File: config.mk
export PLATFORM = sky130hd
export DESIGN_NAME = rom_arbiter_flat
export DESIGN_NICKNAME = d
export VERILOG_FILES = /design/src/rtl/rom_arbiter_if.sv /design/src/rtl/rom_arbiter.sv /design/src/flat_wrapper.sv
export SDC_FILE = /design/constraint.sdc
export NUM_CORES = 1
export LEC_CHECK = 0
export ABC_CLOCK_PERIOD_IN_PS = 1550
export CORE_ASPECT_RATIO = 0.75
export CORE_UTILIZATION = 38
export CTS_BUF_LIST = sky130_fd_sc_hd__clkbuf_8 sky130_fd_sc_hd__clkbuf_16
export DETAILED_ROUTE_END_ITERATION = 8
export PLACE_DENSITY = 0.79
export SYNTH_ARGS = -nofsm -noshare
export SYNTH_HDL_FRONTEND = slang
export SYNTH_SLANG_ARGS = --single-unit
File: constraint.sdc
create_clock -name clock_in -period 1.55 [get_ports clock_in]
set_input_delay 0.31 -clock clock_in [delete_from_list [all_inputs] [get_ports clock_in]]
set_output_delay 0.31 -clock clock_in [all_outputs]
set_load 0.01 [all_outputs]
File: src/rtl/rom_arbiter_if.sv
// Two read ports plus the synchronous ROM connection of the ROM arbiter.
`timescale 1ns/1ps
interface rom_arbiter_if #(
   parameter int unsigned ADDR_W = 12,
   parameter int unsigned DATA_W = 8
);
   logic              p0_req_in;
   logic [ADDR_W-1:0] p0_addr_in;
   logic              p0_ack_out;
   logic              p0_valid_out;
   logic [DATA_W-1:0] p0_data_out;

   logic              p1_req_in;
   logic [ADDR_W-1:0] p1_addr_in;
   logic              p1_ack_out;
   logic              p1_valid_out;
   logic [DATA_W-1:0] p1_data_out;

   logic [ADDR_W-1:0] rom_addr_out;
   logic              rom_en_out;
   logic [DATA_W-1:0] rom_data_in;
   logic [7:0]        conflict_cnt_out;

   // Arbiter side
   modport slave (
      input  p0_req_in, p0_addr_in, p1_req_in, p1_addr_in, rom_data_in,
      output p0_ack_out, p0_valid_out, p0_data_out,
      output p1_ack_out, p1_valid_out, p1_data_out,
      output rom_addr_out, rom_en_out, conflict_cnt_out
   );

   // Requester / ROM side
   modport master (
      output p0_req_in, p0_addr_in, p1_req_in, p1_addr_in, rom_data_in,
      input  p0_ack_out, p0_valid_out, p0_data_out,
      input  p1_ack_out, p1_valid_out, p1_data_out,
      input  rom_addr_out, rom_en_out, conflict_cnt_out
   );
endinterface

File: src/rtl/rom_arbiter.sv
// Round-robin arbiter sharing one synchronous ROM between two read ports.
// One access takes three cycles: grant (IDLE), ROM read (ISSUE), capture (CAPTURE).
`timescale 1ns/1ps
module rom_arbiter #(
   parameter int unsigned ADDR_W = 12,
   parameter int unsigned DATA_W = 8
) (
   input  logic          clock_in,
   input  logic          reset_in,
   rom_arbiter_if.slave  bus
);
   localparam int unsigned CNT_W = 8;
   localparam logic [CNT_W-1:0] CNT_MAX = '1;

   typedef enum logic [1:0] {IDLE, ISSUE, CAPTURE} state_t;

   state_t            state_q, state_d;
   logic              last_q, last_d;     // port granted most recently (1 = port 1)
   logic              win_q, win_d;       // port owning the access in flight
   logic              ack0_q, ack0_d, ack1_q, ack1_d;
   logic              valid0_q, valid0_d, valid1_q, valid1_d;
   logic [DATA_W-1:0] data0_q, data0_d, data1_q, data1_d;
   logic [ADDR_W-1:0] rom_addr_q, rom_addr_d;
   logic              rom_en_q, rom_en_d;
   logic [CNT_W-1:0]  cnt_q, cnt_d;
   logic              grant;

   // Next-state and registered-output computation
   always_comb begin
      state_d    = state_q;
      last_d     = last_q;
      win_d      = win_q;
      ack0_d     = 1'b0;
      ack1_d     = 1'b0;
      valid0_d   = 1'b0;
      valid1_d   = 1'b0;
      data0_d    = data0_q;
      data1_d    = data1_q;
      rom_addr_d = rom_addr_q;
      rom_en_d   = 1'b0;
      cnt_d      = cnt_q;
      grant      = 1'b0;

      case (state_q)
         IDLE: begin
            if (bus.p0_req_in && bus.p1_req_in && (cnt_q != CNT_MAX)) begin
               cnt_d = cnt_q + CNT_W'(1);
            end
            if (bus.p0_req_in || bus.p1_req_in) begin
               grant      = (bus.p0_req_in && bus.p1_req_in) ? ~last_q : bus.p1_req_in;
               win_d      = grant;
               rom_addr_d = grant ? bus.p1_addr_in : bus.p0_addr_in;
               rom_en_d   = 1'b1;
               ack0_d     = ~grant;
               ack1_d     = grant;
               state_d    = ISSUE;
            end
         end
         ISSUE: begin
            state_d = CAPTURE;
         end
         CAPTURE: begin
            if (win_q) begin
               data1_d  = bus.rom_data_in;
               valid1_d = 1'b1;
            end else begin
               data0_d  = bus.rom_data_in;
               valid0_d = 1'b1;
            end
            last_d  = win_q;
            state_d = IDLE;
         end
         default: state_d = IDLE;
      endcase
   end

   // State and output registers; reset leaves port 0 as the next tie winner
   always_ff @(posedge clock_in or posedge reset_in) begin
      if (reset_in) begin
         state_q    <= IDLE;
         last_q     <= 1'b1;
         win_q      <= 1'b0;
         ack0_q     <= 1'b0;
         ack1_q     <= 1'b0;
         valid0_q   <= 1'b0;
         valid1_q   <= 1'b0;
         data0_q    <= '0;
         data1_q    <= '0;
         rom_addr_q <= '0;
         rom_en_q   <= 1'b0;
         cnt_q      <= '0;
      end else begin
         state_q    <= state_d;
         last_q     <= last_d;
         win_q      <= win_d;
         ack0_q     <= ack0_d;
         ack1_q     <= ack1_d;
         valid0_q   <= valid0_d;
         valid1_q   <= valid1_d;
         data0_q    <= data0_d;
         data1_q    <= data1_d;
         rom_addr_q <= rom_addr_d;
         rom_en_q   <= rom_en_d;
         cnt_q      <= cnt_d;
      end
   end

   assign bus.p0_ack_out       = ack0_q;
   assign bus.p0_valid_out     = valid0_q;
   assign bus.p0_data_out      = data0_q;
   assign bus.p1_ack_out       = ack1_q;
   assign bus.p1_valid_out     = valid1_q;
   assign bus.p1_data_out      = data1_q;
   assign bus.rom_addr_out     = rom_addr_q;
   assign bus.rom_en_out       = rom_en_q;
   assign bus.conflict_cnt_out = cnt_q;
endmodule

File: src/flat_wrapper.sv
// flat-port wrapper written by rule: the top's interface ports become plain ports
module rom_arbiter_flat 
#(
   parameter int unsigned ADDR_W = 12,
   parameter int unsigned DATA_W = 8
)
  (clock_in, reset_in, bus_p0_req_in, bus_p0_addr_in, bus_p1_req_in, bus_p1_addr_in, bus_rom_data_in, bus_p0_ack_out, bus_p0_valid_out, bus_p0_data_out, bus_p1_ack_out, bus_p1_valid_out, bus_p1_data_out, bus_rom_addr_out, bus_rom_en_out, bus_conflict_cnt_out);
  rom_arbiter_if #(.ADDR_W(ADDR_W), .DATA_W(DATA_W)) bus_i ();
  input  logic clock_in;
  input  logic reset_in;
  input wire logic [$bits(bus_i.p0_req_in)-1:0] bus_p0_req_in;
  input wire logic [$bits(bus_i.p0_addr_in)-1:0] bus_p0_addr_in;
  input wire logic [$bits(bus_i.p1_req_in)-1:0] bus_p1_req_in;
  input wire logic [$bits(bus_i.p1_addr_in)-1:0] bus_p1_addr_in;
  input wire logic [$bits(bus_i.rom_data_in)-1:0] bus_rom_data_in;
  output wire logic [$bits(bus_i.p0_ack_out)-1:0] bus_p0_ack_out;
  output wire logic [$bits(bus_i.p0_valid_out)-1:0] bus_p0_valid_out;
  output wire logic [$bits(bus_i.p0_data_out)-1:0] bus_p0_data_out;
  output wire logic [$bits(bus_i.p1_ack_out)-1:0] bus_p1_ack_out;
  output wire logic [$bits(bus_i.p1_valid_out)-1:0] bus_p1_valid_out;
  output wire logic [$bits(bus_i.p1_data_out)-1:0] bus_p1_data_out;
  output wire logic [$bits(bus_i.rom_addr_out)-1:0] bus_rom_addr_out;
  output wire logic [$bits(bus_i.rom_en_out)-1:0] bus_rom_en_out;
  output wire logic [$bits(bus_i.conflict_cnt_out)-1:0] bus_conflict_cnt_out;
  assign bus_i.p0_req_in = bus_p0_req_in;
  assign bus_i.p0_addr_in = bus_p0_addr_in;
  assign bus_i.p1_req_in = bus_p1_req_in;
  assign bus_i.p1_addr_in = bus_p1_addr_in;
  assign bus_i.rom_data_in = bus_rom_data_in;
  assign bus_p0_ack_out = bus_i.p0_ack_out;
  assign bus_p0_valid_out = bus_i.p0_valid_out;
  assign bus_p0_data_out = bus_i.p0_data_out;
  assign bus_p1_ack_out = bus_i.p1_ack_out;
  assign bus_p1_valid_out = bus_i.p1_valid_out;
  assign bus_p1_data_out = bus_i.p1_data_out;
  assign bus_rom_addr_out = bus_i.rom_addr_out;
  assign bus_rom_en_out = bus_i.rom_en_out;
  assign bus_conflict_cnt_out = bus_i.conflict_cnt_out;
  rom_arbiter #(.ADDR_W(ADDR_W), .DATA_W(DATA_W)) u_core (.clock_in(clock_in), .reset_in(reset_in), .bus(bus_i));
endmodule
==> impl_metrics.toml, run 1 <==
[timing]
slew_viol_final = 0
fin_skew_ns = 0.007168
worst_slew_pin_slew_ns = 0.2393
finalSetupTns_ns = 0
final_hold_viol_count = 0
holdWs_ns = 0.3625
setup_slack_ns = 0.04902
finalCritPeriodShare_pct = 96.84
max_slew_margin_pct = 84.00
timing.final.crit_period_ns = 1.501
rsz0062_at_grt = "false"
setup_violations = 0
fmax_mhz = 666.2

[setup_path]
rrSetupSlack_ns = 0.11
crit_end = "bus_rom_addr_out[8]"
critPathKind = "flop to output pin"
reg2reg_depth = 5
worst-path-buf-inv = 1
r2r-start = "u_core.bus.conflict_cnt_out[4]$_DFFE_PP0P_"
cp_max_fo = 2
crit_start = "u_core.bus.rom_addr_out[8]$_DFFE_PP0P_"
cp_slowest_cell = "clkdlybuf4s50_1"
crit-reg2reg-capture = "u_core.bus.conflict_cnt_out[1]$_DFFE_PP0P_"
crit_family = "buffers and inverters"
worst-path-stages = 1
slowest_delay_ns = 0.54
required_ns = 1.24
cp-start-kind = "flop"
critPathArrivalTime_ns = 1.19
path_cells = "clkdlybuf4s50_1"
cp-end-kind = "output pin"

[yosys]
yosys.area.top_type = "dfrtp_1"
yosys_register_bits = 45
synth-xor-area-share_pct = 1.423
synth_area_sq_um = 1847
synth_top_family_by_area = "simple AND/OR/NAND/NOR gates"
synthCells = 158
syn-num-nets = 195
muxShareOfSynthArea_pct = 13.41
syn_area_per_cell_sq_um = 11.69
synthAdderAreaFrac_pct = 0.6775
synthArstFlopShare_pct = 100.0
ys_warn_count = 0
seq_area_frac_synth_pct = 61.04
synthSimpleGateAreaFrac_pct = 15.85
synth.area.top_cells = "dfrtp_1 60%, mux2i_1 6.5%, nand2_1 5.7%"
yosys.cell_count.top_type = "dfrtp_1"
ys_top_cells_by_count = "44 x dfrtp_1, 28 x nand2_1, 16 x a21oi_1"
yosysUniqueCellTypes = 32
synth_edf_count = 0
synth-compound-area-share_pct = 5.623
synth.top_cell.area_share_pct = 59.62
synth_ff_type = "dfrtp_1"

[clocking]
clock-sinks = 45
numCtsBuffers = 5
cts_root_buf = "clkbuf_8"
clock_latency_ns = 0.29
cts_tree = "yes"
htreeDepth = 2
cts_buffer_depth = 2
path_clk_slew_ns = 0.08
cts_hold_buf = 0

[final_layout]
drive_gt1_share_pct = 14.12
final_cells = 312
multiInputGateArea_sq_um = 684.4
final_util_pct = 64.20
diodes = 0
regArea_sq_um = 1127
fill_cells = 395
fin_nets = 291
layout-area-overhead-vs-synth_pct = 58.94

[job]
cap_violations = 0

[global_route]
grt-ovfl-total = 0
antenna_found_initial = 0
grt_pass1_vias = 1456
grt_usage_pct = 17.06
grt_pass1_wl_microns = 6458
grt_max_degree = 46

[pwr]
pwr_density_cell_nw_per_um2 = 1698
ir_drop_v = 0.001010
p_leak_nw = 1.444

[detailed_routing]
wl_per_cell_microns = 12.48
dr.pass1.iters = 4
drc = 0
initialDrtViolationCount = 45
drt.antenna.violating_nets = 0
via_per_inst = 4.728
num_vias = 1475
wl_microns = 3893

[place]
pre_cts_ws_ns = -0.2310
hpwl_microns = 2842
dp.cells = 300
gp_congestion = 0.7603
port_buffers = 76

[floorplanning]
start_util_pct = 40.39
die_y_microns = 62.38
fp-row-count = 21
dieArea_sq_um = 5146
core_sq_um = 4572
io_pins = 77
die_width_microns = 82.50

[outcome]
status = "completed"

[min_path]
hold_class = "input port to asynchronous set/reset pin"
worst min-delay path by stage:
| stage | endpoint | cells past startpoint |
|---|---|---|
| 2_1_floorplan | u_core.bus.p1_data_out[0]$_DFFE_PP0P_ | 2 |
| 3_3_place_gp | u_core.last_q$_DFFE_PP1N_ | 2 |
| 3_5_place_dp | u_core.last_q$_DFFE_PP1N_ | 2 |
| 4_1_cts | u_core.bus.conflict_cnt_out[6]$_DFFE_PP0P_ | 3 |
| 5_1_grt | u_core.bus.p1_valid_out$_DFF_PP0_ | 3 |
| 6_report | u_core.bus.conflict_cnt_out[7]$_DFFE_PP0P_ | 3 |
cell usage in the layout, fill, tap and decap left out, drive strengths merged, types with 4 or more instances in the layout:
cell type / instances
clkdlybuf4s50: 58
dfrtp: 44
nand2: 28
buf: 17
a21oi: 16
dlymetal6s2s: 14
nor2: 14
mux2i: 12
mux2: 11
clkbuf: 7
dlygate4sd2: 4
state kept, by name (all words and copies together), names as in the netlist:
register and cells:
u_core.bus.conflict_cnt_out 8, u_core.bus.p0_ack_out 1, u_core.bus.p0_data_out 8, u_core.bus.p0_valid_out 1, u_core.bus.p1_ack_out 1, u_core.bus.p1_data_out 8
u_core.bus.p1_valid_out 1, u_core.bus.rom_addr_out 12, u_core.bus.rom_en_out 1, u_core.last_q 1, u_core.state_q 2, u_core.win_q 1
routing by layer:
layer	vias to the layer above	track usage (%)	wire, microns
met5	-	0	0
met4	0	6.897	25
met3	3	7.445	394
met2	66	25.62	1752
met1	676	21.44	1721
li1	730	-	-
area by class of cell:
cell class              count  area share (%)
repair buffers             93           32.14
inverters                   2          0.2558
well taps                  57           2.430
multi-input cells         107           23.32
flip-flops and latches     45           38.41
clock buffers               7           3.282
clock inverters             1          0.1705
cells by family (layout without fill, tap and decap cells):
family          count (synthesis)  after routing
simple gates                   61             61
flops                          45             45
mux                            23             23
compound gates                 19             19
buf+inv                         6            103
xor+xnor                        3              3
fa+ha+maj                       1              1
where the power goes:
part           internal (W)  switching, W
logic               0.00128      0.000954
registers           0.00170      0.000279
clock network      0.000403      0.000373
total               0.00338       0.00161
through the flow:
step / power [W] / cell area, sq um
after floorplan: 0.002998 / 1847
after detailed placement: 0.004313 / 2773
after global placement: 0.004251 / 2773
final: 0.004986 / 2935
after global routing: 0.005364 / 2935
after CTS: 0.005105 / 2899
repair_timing:
item,in CTS,in global routing
gates resized for setup,4,15
buffers inserted,4,0
endpoints found under the hold margin,0,0
setup endpoints to repair,7,15
Power figures use the tool's default switching activity.
==> inputs of run 2 (changes only) <==
--- a/config.mk
+++ b/config.mk
@@ -10,6 +10,7 @@
 export CORE_UTILIZATION = 38
 export CTS_BUF_LIST = sky130_fd_sc_hd__clkbuf_8 sky130_fd_sc_hd__clkbuf_16
 export DETAILED_ROUTE_END_ITERATION = 8
+export GPL_TIMING_DRIVEN = 0
 export PLACE_DENSITY = 0.79
 export SYNTH_ARGS = -nofsm -noshare
 export SYNTH_HDL_FRONTEND = slang
==> run 2 against run 1 <==
Effect of this change: first-iteration DRC count shrank 13%; hold slack got worse by 0.093 ns; highest routed layer unchanged; setup slack got worse by 0.0091 ns; clock-buffer cell count fell by 2; critical path type unchanged; largest power group unchanged.
==> impl_metrics.toml, run 2 (synthesis gave the netlist of run 1 again) <==
[final_layout]
final_cells = 312
drive_gt1_share_pct = 14.12
fin_nets = 291
layout-area-overhead-vs-synth_pct = 57.93
diodes = 0
layout_common_cells = "64 x clkdlybuf4s50_1, 43 x dfrtp_1, 27 x nand2_1, 16 x a21oi_1"
largest_reg_flops = 12
finish.instance_area_sq_um = 2917
layout_commonest_cell = "clkdlybuf4s50_1"
final_util_pct = 63.79

[pwr]
p_leak_nw = 1.400
pwr_density_cell_nw_per_um2 = 1712
finalPower_w = 0.004993
ir_drop_v = 0.0009817

[min_path]
hold_class = "input port to asynchronous set/reset pin"

[setup_path]
crit_family = "buffers and inverters"
slowest_delay_ns = 0.55
rrSetupSlack_ns = 0.06
cp_max_fo = 2
path_cells = "clkdlybuf4s50_1"
critPathArrivalTime_ns = 1.20
cp-start-kind = "flop"
required_ns = 1.24
worst-path-stages = 1
crit_end = "bus_rom_addr_out[11]"
cp_slowest_cell = "clkdlybuf4s50_1"
worst-path-buf-inv = 1
r2r-start = "u_core.state_q[0]$_DFFE_PP0P_"
reg2reg_depth = 4
crit_start = "u_core.bus.rom_addr_out[11]$_DFFE_PP0P_"
cp-end-kind = "output pin"
critPathKind = "flop to output pin"
crit-reg2reg-capture = "u_core.bus.conflict_cnt_out[7]$_DFFE_PP0P_"

[clocking]
cts_buffer_depth = 2
cts_root_buf = "clkbuf_8"
path_clk_slew_ns = 0.08
clock-sinks = 45
numCtsBuffers = 5
clock_latency_ns = 0.29
cts_tree = "yes"
htreeDepth = 2

[place]
hpwl_microns = 2960
dp.cells = 292
dpl_cell_area_sq_um = 2699
port_buffers = 76
gp_congestion = 0.7036

[detailed_routing]
drc = 0
initialDrtViolationCount = 39
dr.pass1.iters = 4
wl_per_cell_microns = 13.04
drt.antenna.violating_nets = 0
via_per_inst = 4.795
num_vias = 1496
wl_microns = 4070

[floorplanning]
fp-row-count = 21
start_util_pct = 40.39
die_width_microns = 82.50
die_y_microns = 62.38
io_pins = 77
dieArea_sq_um = 5146
core_sq_um = 4572

[timing]
holdWs_ns = 0.2691
fin_skew_ns = 0.003224
timing.final.crit_period_ns = 1.510
finalCritPeriodShare_pct = 97.42
rsz0062_at_grt = "true"
worst_slew_pin_slew_ns = 0.4315
slew_viol_final = 0
final_hold_viol_count = 0
max_slew_margin_pct = 71.15
fmax_mhz = 662.2
setup_violations = 0

[global_route]
grt_usage_pct = 17.59
grt-ovfl-total = 0
grt_pass1_vias = 1545
grt_pass1_wl_microns = 6810
antenna_found_initial = 0
grt_max_degree = 37

[job]
cap_violations = 0

[outcome]
status = "completed"
-- run 2: changes by cell type in the layout (fill, tap and decap cells not counted), sizes merged --
cell | before | now
clkbuf | 7 | 6
inv | 2 | 5
dlymetal6s2s | 14 | 8
clkinv | 1 | 0
buf | 17 | 16
clkdlybuf4s50 | 58 | 64
-- run 2: area by class of cell --
cell class	instances	area, sq um
Fill cell	410	1655
Sequential cell	45	1129
Inverter	2	7.507
Tap cell	57	71.32
Buffer	4	31.28
Clock buffer	5	68.82
Clock inverter	3	11.26
Multi-Input combinational cell	107	711.9
Timing Repair Buffer	89	885.9
-- run 2: what timing repair did --
item,CTS,global route
hold buffers,0,0
setup buffers,10,2
cloned,0,0
hold endpoints to repair,0,0
gates resized for setup,8,12
pin swaps,3,4
endpoints found under the setup margin,30,16
-- run 2: how the worst min path moves through the flow --
stage                                                            end  cells past startpoint                 startpoint
after floorplan                u_core.bus.p1_data_out[0]$_DFFE_PP0P_                      2         bus_rom_data_in[0]
after global placement                     u_core.last_q$_DFFE_PP1N_                      2  u_core.last_q$_DFFE_PP1N_
after detailed placement                   u_core.last_q$_DFFE_PP1N_                      2  u_core.last_q$_DFFE_PP1N_
after CTS                 u_core.bus.conflict_cnt_out[6]$_DFFE_PP0P_                      2                   reset_in
after global routing      u_core.bus.conflict_cnt_out[0]$_DFFE_PP0P_                      2                   reset_in
final                     u_core.bus.conflict_cnt_out[0]$_DFFE_PP0P_                      2                   reset_in
-- run 2: routing by layer --
layer	routed length, microns	vias up	part of all wire (%)	global-route usage (%)
met5	0	-	0	0
met4	38	0	0.93	5.819
met3	428	5	11	7.299
met2	1846	66	45	27.17
met1	1757	692	43	22.17
li1	-	733	-	-
-- run 2: report_power, final --
group	switching (W)	internal (W)	total, W	leakage (nW)
clock	0.000351	0.000300	0.000651	0.0519
combinational	0.000979	0.00135	0.00233	0.807
sequential	0.000309	0.00170	0.00201	0.542
total	0.00164	0.00335	0.00499	1.40
-- run 2: per-stage QoR --
stage,setup WS (ns),TNS [ns]
2_1_floorplan,0.04096,0
3_3_place_gp,-0.7075,-37.41
3_5_place_dp,-0.4227,-7.123
4_1_cts,0.004024,0
5_1_grt,-0.00007072,-0.00007072
6_report,0.03995,0
==> inputs of run 3 (changes only) <==
--- a/config.mk
+++ b/config.mk
@@ -5,13 +5,15 @@
 export SDC_FILE = /design/constraint.sdc
 export NUM_CORES = 1
 export LEC_CHECK = 0
+export ABC_AREA = 1
 export ABC_CLOCK_PERIOD_IN_PS = 1550
 export CORE_ASPECT_RATIO = 0.75
-export CORE_UTILIZATION = 38
+export CORE_UTILIZATION = 39
 export CTS_BUF_LIST = sky130_fd_sc_hd__clkbuf_8 sky130_fd_sc_hd__clkbuf_16
 export DETAILED_ROUTE_END_ITERATION = 8
 export GPL_TIMING_DRIVEN = 0
-export PLACE_DENSITY = 0.79
+export PLACE_DENSITY = 0.8
+export SLEW_MARGIN = 20
 export SYNTH_ARGS = -nofsm -noshare
 export SYNTH_HDL_FRONTEND = slang
 export SYNTH_SLANG_ARGS = --single-unit
==> run 3 against run 2 <==
Effect of this change: total power increased by 5.9%; highest routed layer unchanged; wire length is 8.6% higher; die area increased by 1.8%; largest power group unchanged; critical endpoint is now bus_rom_addr_out[1]; utilization grew 1.9 points.
==> impl_metrics.toml, run 3 <==
[outcome]
status = "completed"

[yosys]
seq_area_frac_synth_pct = 58.39
ys_warn_count = 0
synthArstFlopShare_pct = 100.0
synthAdderAreaFrac_pct = 0.6481
synth-compound-area-share_pct = 12.25
yosys.area.top_type = "dfrtp_1"
yosys.cell_count.top_type = "nand2_1"
synth_edf_count = 0
synth_ff_type = "dfrtp_1"
synth.top_cell.area_share_pct = 57.03
ys_top_cells_by_count = "64 x nand2_1, 44 x dfrtp_1, 33 x o21ai_0"
yosysUniqueCellTypes = 22
syn_area_per_cell_sq_um = 8.736
synthSimpleGateAreaFrac_pct = 20.54
synth_area_sq_um = 1931
syn-num-nets = 258
synth.area.top_cells = "dfrtp_1 57%, nand2_1 12%, o21ai_0 8.6%"
synth-xor-area-share_pct = 1.361
synthCells = 221
muxShareOfSynthArea_pct = 0
yosys_register_bits = 45
synth_top_family_by_area = "simple AND/OR/NAND/NOR gates"

[final_layout]
final_cells = 372
drive_gt1_share_pct = 10.48
fin_nets = 351
layout_commonest_cell = "nand2_1"
diodes = 0
finish.instance_area_sq_um = 3022
largest_reg_flops = 12
layout_common_cells = "63 x nand2_1, 59 x clkdlybuf4s50_1, 42 x dfrtp_1, 33 x o21ai_0, 23 x inv_1"
final_util_pct = 65.71
layout-area-overhead-vs-synth_pct = 56.51

[job]
cap_violations = 0

[place]
port_buffers = 76
gp_congestion = 0.8168
hpwl_microns = 3311
dpl_cell_area_sq_um = 2783
dp.cells = 355

[setup_path]
cp_max_fo = 2
reg2reg_depth = 4
crit-reg2reg-capture = "u_core.bus.p1_data_out[0]$_DFFE_PP0P_"
cp_slowest_cell = "clkdlybuf4s50_1"
required_ns = 1.24
critPathKind = "flop to output pin"
path_cells = "clkdlybuf4s50_1"
rrSetupSlack_ns = 0.17
slowest_delay_ns = 0.54
cp-end-kind = "output pin"
critPathArrivalTime_ns = 1.19
worst-path-buf-inv = 1
r2r-start = "u_core.state_q[0]$_DFFE_PP0P_"
crit_family = "buffers and inverters"
worst-path-stages = 1
cp-start-kind = "flop"

[clocking]
path_clk_slew_ns = 0.08
numCtsBuffers = 5
cts_hold_buf = 0
clock_latency_ns = 0.29
cts_tree = "yes"
htreeDepth = 2
clock-sinks = 45
cts_root_buf = "clkbuf_8"
cts_buffer_depth = 2

[global_route]
antenna_found_initial = 0
grt_pass1_wl_microns = 8142
grt_max_degree = 26
grt_usage_pct = 19.52
grt-ovfl-total = 0
grt_pass1_vias = 1828

[timing]
setup_violations = 0
final_hold_viol_count = 0
finalCritPeriodShare_pct = 96.76
holdWs_ns = 0.3454
fmax_mhz = 666.8
rsz0062_at_grt = "false"
max_slew_margin_pct = 70.01
worst_slew_pin_slew_ns = 0.4491
timing.final.crit_period_ns = 1.500
slew_viol_final = 0
fin_skew_ns = 0.005314

[min_path]
hold_class = "input port to asynchronous set/reset pin"

[detailed_routing]
via_per_inst = 4.704
num_vias = 1750
wl_per_cell_microns = 11.88
initialDrtViolationCount = 58
dr.pass1.iters = 4
drc = 0
drt.antenna.violating_nets = 0
wl_microns = 4419

[floorplanning]
start_util_pct = 41.99
dieArea_sq_um = 5238
io_pins = 77
die_width_microns = 83.24
core_sq_um = 4598
die_y_microns = 62.93
fp-row-count = 21

[pwr]
ir_drop_v = 0.0009870
pwr_density_cell_nw_per_um2 = 1751
p_leak_nw = 1.593
finalPower_w = 0.005290
[run 3: area by class of cell]
cell class	count	area (sq um)
fill	406	1577
clock inverter	2	33.78
clock buffer	6	82.58
inverter	24	90.09
multi-input combinational	146	689.4
buffer	6	41.29
sequential	45	1130
timing repair buffer	86	883.3
tap	57	71.32
[run 3: kinds of logic (layout without fill, tap and decap cells)]
group	Yosys count	in the layout
and+or+nand+nor	97	97
AOI/OAI and AO/OA	45	45
DFF	45	45
buffers and inverters	30	124
xor gates and xnor gates	3	3
adders and majority gates	1	1
[run 3: power by group]
part	total (W)	switching, W	internal, W	leakage (nW)
Sequential	0.00199	0.000291	0.00170	0.561
Combinational	0.00240	0.00116	0.00124	0.970
Clock	0.000899	0.000380	0.000519	0.0626
[run 3: through the flow]
| step | TNS, ns | setup slack (ns) |
|---|---|---|
| 6_report | 0 | 0.05023 |
| 4_1_cts | 0 | 0.01983 |
| 5_1_grt | 0 | 0.005816 |
| 3_5_place_dp | -1.017 | -0.1107 |
| 3_3_place_gp | -32.66 | -0.7131 |
| 2_1_floorplan | 0 | 0.1822 |
[run 3: worst max path at each step]
stage,from,to,slack (ns)
2_1_floorplan,reset_in,u_core.bus.conflict_cnt_out[0]$_DFFE_PP0P_,0.18
3_3_place_gp,reset_in,u_core.bus.conflict_cnt_out[2]$_DFFE_PP0P_,-0.71
3_5_place_dp,bus_p0_req_in,u_core.win_q$_DFFE_PP0P_,-0.11
4_1_cts,u_core.bus.rom_addr_out[8]$_DFFE_PP0P_,bus_rom_addr_out[8],0.02
5_1_grt,u_core.bus.rom_addr_out[0]$_DFFE_PP0P_,bus_rom_addr_out[0],0.006
6_report,u_core.bus.rom_addr_out[1]$_DFFE_PP0P_,bus_rom_addr_out[1],0.05
[run 3: timing repair]
action | 4_1_cts | 5_1_grt
setup endpoints to repair | 12 | 21
setup buffers | 9 | 0
resized for setup | 4 | 19
pin swaps | 0 | 0
[run 3: layer usage]
layer / track usage (%) / up-vias / wire (microns)
met5: 0 / - / 0
met4: 4.526 / 0 / 25
met3: 7.266 / 2 / 369
met2: 33.20 / 58 / 2068
met1: 23.63 / 805 / 1956
li1: - / 885 / -
